### config.mk
export PLATFORM = sky130hd
export DESIGN_NAME = route_enable_gen
export DESIGN_NICKNAME = d
export VERILOG_FILES = /design/src/rtl/route_enable_gen.sv
export SDC_FILE = /design/constraint.sdc
export NUM_CORES = 1
export LEC_CHECK = 0
export CAP_MARGIN = 10
export CORE_MARGIN = 1.5
export CORE_UTILIZATION = 46
export CTS_CLUSTER_DIAMETER = 100
export DETAILED_ROUTE_END_ITERATION = 10
export GPL_TIMING_DRIVEN = 0
export PLACE_DENSITY_LB_ADDON = 0.3
export SLEW_MARGIN = 20
export SYNTH_ARGS = -nofsm -noshare
export SYNTH_HDL_FRONTEND = slang
export SYNTH_SLANG_ARGS = --single-unit
### constraint.sdc
create_clock -name clk_i -period 3.45 [get_ports clk_i]
set_input_delay 1.035 -clock clk_i [delete_from_list [all_inputs] [get_ports clk_i]]
set_output_delay 1.035 -clock clk_i [all_outputs]
set_load 0.005 [all_outputs]
### src/rtl/route_enable_gen.sv
// Input-port front end of a source-routed NoC router: decodes the 2-bit selector
// of each head flit, shifts it out of the route field and drives one-hot output enables.
module route_enable_gen #(
  parameter int LOCATION = 0,
  parameter int OUTPORTS = 4,
  parameter int FLIT_W   = 34,
  parameter int ROUTE_W  = 16
) (
  input  logic                clk_i,
  input  logic                rstn_i,
  input  logic [FLIT_W-1:0]   flit_i,
  input  logic                valid_i,
  output logic                ready_o,
  output logic [FLIT_W-1:0]   flit_o,
  output logic                valid_o,
  input  logic                ready_i,
  output logic [OUTPORTS-1:0] packet_enable_o,
  output logic                tailpassed_o,
  output logic [7:0]          drop_cnt_o,
  output logic                busy_o,
  output logic [1:0]          state_o
);

  typedef enum logic [1:0] {
    IDLE = 2'd0,
    FWD  = 2'd1,
    DROP = 2'd2
  } state_t;

  localparam logic [1:0] T_HEAD   = 2'b10;
  localparam logic [1:0] T_BODY   = 2'b00;
  localparam logic [1:0] T_TAIL   = 2'b01;
  localparam logic [1:0] T_SINGLE = 2'b11;
  localparam logic [1:0] LOC      = 2'(LOCATION);

  state_t                state_q, state_d;
  logic [FLIT_W-1:0]     flit_q;
  logic                  valid_q;
  logic [OUTPORTS-1:0]   pe_q;
  logic                  tp_q;
  logic [7:0]            cnt_q;

  logic [1:0]            in_type, out_type, sel;
  logic                  accept, out_hs, tail_out;
  logic                  load, set_pe, count_drop;
  logic [FLIT_W-1:0]     load_flit, head_flit;
  logic [OUTPORTS-1:0]   sel_onehot;

  // Handshake: a flit moves on a rising edge where its valid and the receiver's
  // ready are both high; valid never depends on ready, and a stalled flit is held.
  assign in_type  = flit_i[FLIT_W-1:FLIT_W-2];
  assign out_type = flit_q[FLIT_W-1:FLIT_W-2];
  assign sel      = flit_i[1:0];
  assign out_hs   = valid_q && ready_i;
  assign tail_out = out_hs && ((out_type == T_TAIL) || (out_type == T_SINGLE));

  always_comb begin
    head_flit = flit_i;
    head_flit[ROUTE_W-1:0] = {2'b00, flit_i[ROUTE_W-1:2]};
  end

  always_comb begin
    sel_onehot      = '0;
    sel_onehot[sel] = 1'b1;
  end

  // IDLE waits for the previous packet's enable to be released before a new head.
  always_comb begin
    if (state_q == IDLE) ready_o = !valid_q && (pe_q == '0);
    else                 ready_o = !valid_q || ready_i;
  end

  assign accept = valid_i && ready_o;

  always_comb begin
    state_d    = state_q;
    load       = 1'b0;
    load_flit  = flit_i;
    set_pe     = 1'b0;
    count_drop = 1'b0;
    case (state_q)
      IDLE: begin
        if (accept) begin
          if ((in_type == T_HEAD) || (in_type == T_SINGLE)) begin
            if (sel == LOC) begin
              count_drop = 1'b1;
              if (in_type == T_HEAD) state_d = DROP;
            end else begin
              load      = 1'b1;
              load_flit = head_flit;
              set_pe    = 1'b1;
              if (in_type == T_HEAD) state_d = FWD;
            end
          end else begin
            count_drop = 1'b1;
          end
        end
      end
      FWD: begin
        if (accept) begin
          load = 1'b1;
          case (in_type)
            T_HEAD:   load_flit[FLIT_W-1:FLIT_W-2] = T_BODY;
            T_TAIL:   state_d = IDLE;
            T_SINGLE: begin
              load_flit[FLIT_W-1:FLIT_W-2] = T_TAIL;
              state_d = IDLE;
            end
            default: ;
          endcase
        end
      end
      DROP: begin
        if (accept && ((in_type == T_TAIL) || (in_type == T_SINGLE))) state_d = IDLE;
      end
      default: state_d = IDLE;
    endcase
  end

  always_ff @(posedge clk_i or negedge rstn_i) begin
    if (!rstn_i) begin
      state_q <= IDLE;
      flit_q  <= '0;
      valid_q <= 1'b0;
      pe_q    <= '0;
      tp_q    <= 1'b0;
      cnt_q   <= '0;
    end else begin
      state_q <= state_d;
      tp_q    <= tail_out;
      if (load)        valid_q <= 1'b1;
      else if (out_hs) valid_q <= 1'b0;
      if (load) flit_q <= load_flit;
      if (set_pe)        pe_q <= sel_onehot;
      else if (tail_out) pe_q <= '0;
      if (count_drop && (cnt_q != 8'hFF)) cnt_q <= cnt_q + 8'd1;
    end
  end

  assign flit_o          = flit_q;
  assign valid_o         = valid_q;
  assign packet_enable_o = pe_q;
  assign tailpassed_o    = tp_q;
  assign drop_cnt_o      = cnt_q;
  assign busy_o          = (state_q != IDLE);
  assign state_o         = state_q;

endmodule
==> reports/metrics.yaml <==
global_routing:
  grt_pass1_wl_mm: 8.25
  grt_use_total: 0.203
  grt_overflow: 0
  grt_pass1_vias: 1722
  grt_max_degree: 51
  antenna_found_initial: 0
synthesis:
  ys_ff_latch: 50
  ys.flop_type: "dfrtp_1"
  seq_area_frac_synth: 0.575
  synth_top_cell_by_area: "dfrtp_1"
  synth_cell_types: 36
  ys_async_sr_fraction: 1.00
  syn_nets: 214
  synthTopCellsByArea: "dfrtp_1, mux2_2, o221a_2"
  syn_inst: 175
  netlist_area_mm2: 0.00218
  syn_avg_cell_area_um2: 12.4
  synth_top_area_share: 0.575
  yosys_warnings: 0
  synth_edf_count: 0
final_layout:
  nets: 310
  postLayoutCoreUtil: 0.727
  drive_above_1_share: 0.195
  syn_to_final_growth_pct: 48.4
  final_cell_area_mm2: 0.00323
  antenna_cells: 0
worst_setup_path:
  critical_path_depth: 5
  r2r_cells: 5
  crit_path_max_incr_delay_ns: 0.43
  crit_arrival_ns: 2.32
  cp.required_ns: 2.41
  slowest_stage: "clkdlybuf4s50_1"
  cp_cell_sequence: "clkdlybuf4s50_1 -> nand2b_1 -> a2bb2oi_2 -> inv_1 -> clkdlybuf4s50_1"
  startpoint_type: "primary input"
  cp_num_buf_inv: 3
  crit_top_cell: "clkdlybuf4s50_1"
  crit_type: "in2out"
  crit_family: "buffers and inverters"
  critPathCaptureType: "primary output"
  worstPathMaxFanout: 3
sta:
  rsz0062_at_grt: "false"
  hold_violations: 0
  maxSlewHeadroom: 0.451
  setup_viol: 0
  finalCriticalPeriod_ns: 3.36
  slew_violations: 0
  max_freq_mhz: 298
  finalClockSkew_ns: 0.00403
  period_share: 0.974
  hold-worst-slack_ns: 0.512
  tightest_slew_ns: 0.816
  worst_slack_ns: 0.0905
power:
  power.internal_mw: 1.76
  power_density_mw_per_mm2: 770
  switching_power_mw: 0.732
  switching_share: 0.294
  fin_total_pwr_mw: 2.49
  pwr-share-comb: 0.449
  p_leak_nw: 1.37
  seqPwrFrac: 0.409
  ir_worst_vdd_uv: 445
  power.share.clock: 0.142
drt:
  via_count: 1722
  drtIter0Drc: 71
  post_drt_via_cell_ratio: 5.31
  drt-total-wl_mm: 5.02
  drc: 5
  post_drt_wl_per_cell_um: 15.5
  antenna_left: 0
  drt_pass1_iterations: 7
clocking:
  cts_hold_buf: 0
  clock_path_buffers: 2
  tritoncts: "built"
  cts-buffers-inserted: 5
  ctsHtreeMaxLevel: 2
  cts-root-buf: "clkbuf_8"
  clock_sinks: 50
  cts.clk_slew.worst_paths_ns: 0.09
  clkLatencyLatePin_ns: 0.30
floorplan:
  die_y_um: 71.8
  dieWidth_um: 71.8
  coreArea_mm2: 0.00444
  io_pins: 90
  num_rows: 24
  die_area_mm2: 0.00515
  initial_utilization: 0.490
place:
  gp_congestion: 0.791
  post_dp_cell_area_mm2: 0.00313
  port_buffers: 89
  place.detailed.hpwl_mm: 3.73
  dp_slack_ns: 0.00842
min_path:
  hold_depth: 1
  hp-class: "reg2reg"
outcome:
  violations: "DRC"
  status: "finished, violations left"
flow_run:
  drv_cap: 0
==> flip-flops by register name, indices dropped and copies added (netlist names) <==
register and flops:
flit_o 34, drop_cnt_o 8, packet_enable_o 4, state_o 2
tailpassed_o 1, valid_o 1
==> path summary, 6_finish.rpt <==
kind	from	end	slack, ns
setup / recovery	ready_i	ready_o	0.09
hold / removal	flit_o[14]$_DFFE_PN0P_	flit_o[14]$_DFFE_PN0P_	0.51
setup reg to reg	packet_enable_o[1]$_DFFE_PN0P_	flit_o[17]$_DFFE_PN0P_	1.07
hold reg to reg	flit_o[14]$_DFFE_PN0P_	flit_o[14]$_DFFE_PN0P_	0.51
max in group asynchronous	rstn_i	flit_o[6]$_DFFE_PN0P_	2.28
min in group asynchronous	rstn_i	tailpassed_o$_DFF_PN0_	0.74
==> routing by layer <==
| metal | GRT usage | vias up | wire length [µm] | part of all wire |
|---|---|---|---|---|
| li1 | - | 834 | - | - |
| met1 | 0.260 | 826 | 2150 | 0.43 |
| met2 | 0.333 | 53 | 2440 | 0.49 |
| met3 | 0.0605 | 9 | 329 | 0.066 |
| met4 | 0.0650 | 0 | 89 | 0.018 |
| met5 | 0 | - | 0 | 0 |
==> timing repair <==
action                     4_1_cts  5_1_grt
setup buffers                    0        0
resized for setup                0        1
setup endpoints to repair        0        1
==> cell usage after synthesis (all sizes together), types with 3 or more instances <==
master	n
a22o	3
nor4	4
clkbuf	3
dfrtp	50
o21ai	4
inv	6
mux2	20
nor2	8
nor3	3
nand2b	13
o221a	12
a21oi	3
nand3	7
a2bb2oi	3
xor2	4
nand2	10
buf	3
==> layout by cell type (no fill, tap or decap), drive strengths merged, types with 6 or more instances in the layout <==
cell type / n
nand2: 10
nor2: 8
clkbuf: 9
inv: 6
clkdlybuf4s50: 88
nand3: 7
mux2: 20
nand2b: 13
o221a: 12
dfrtp: 50
==> power groups by stage <==
stage                     Combinational (mW)  Clock [mW]  Sequential, mW
after floorplan                        0.433           0            1.03
after global placement                  1.10           0            1.02
after detailed placement                1.12           0            1.03
after CTS                               1.12       0.362            1.02
after global routing                    1.21       0.385            1.05
final                                   1.12       0.355            1.02
==> through the flow <==
| step | TNS, ns | std cells |
|---|---|---|
| CTS | 0 | 324 |
| detailed placement | 0 | 316 |
| finish | 0 | 324 |
| floorplan | 0 | 175 |
| global placement | -6.64 | 316 |
| global route | 0 | 324 |
==> worst reg2reg max path: cells and delay by family (launching register included) <==
family	cells	cell delay [ns]
buffers and inverters	1	0.27
muxes	1	0.37
DFF	1	0.47
and+or+nand+nor	3	1.17
==> logic make-up (layout without fill, tap and decap cells) <==
group / count (synthesis) / after routing / synth area share
buffers and inverters: 12 / 109 / 0.0224
and+or+nand+nor: 57 / 57 / 0.153
DFF: 50 / 50 / 0.575
xor gates and xnor gates: 4 / 4 / 0.0161
muxes: 20 / 20 / 0.105
AOI/OAI and AO/OA: 31 / 31 / 0.123
adders and majority gates: 1 / 1 / 0.00575
==> layout make-up <==
class	count	area [µm²]
multi-input cells	113	883
clock inverters	2	12.5
inverters	6	22.5
plain buffers	6	26.3
well taps	52	65.1
clock buffers	6	82.6
fillers	352	1210
repair buffers	89	888
flip-flops and latches	50	1250
Power figures use the tool's default switching activity.
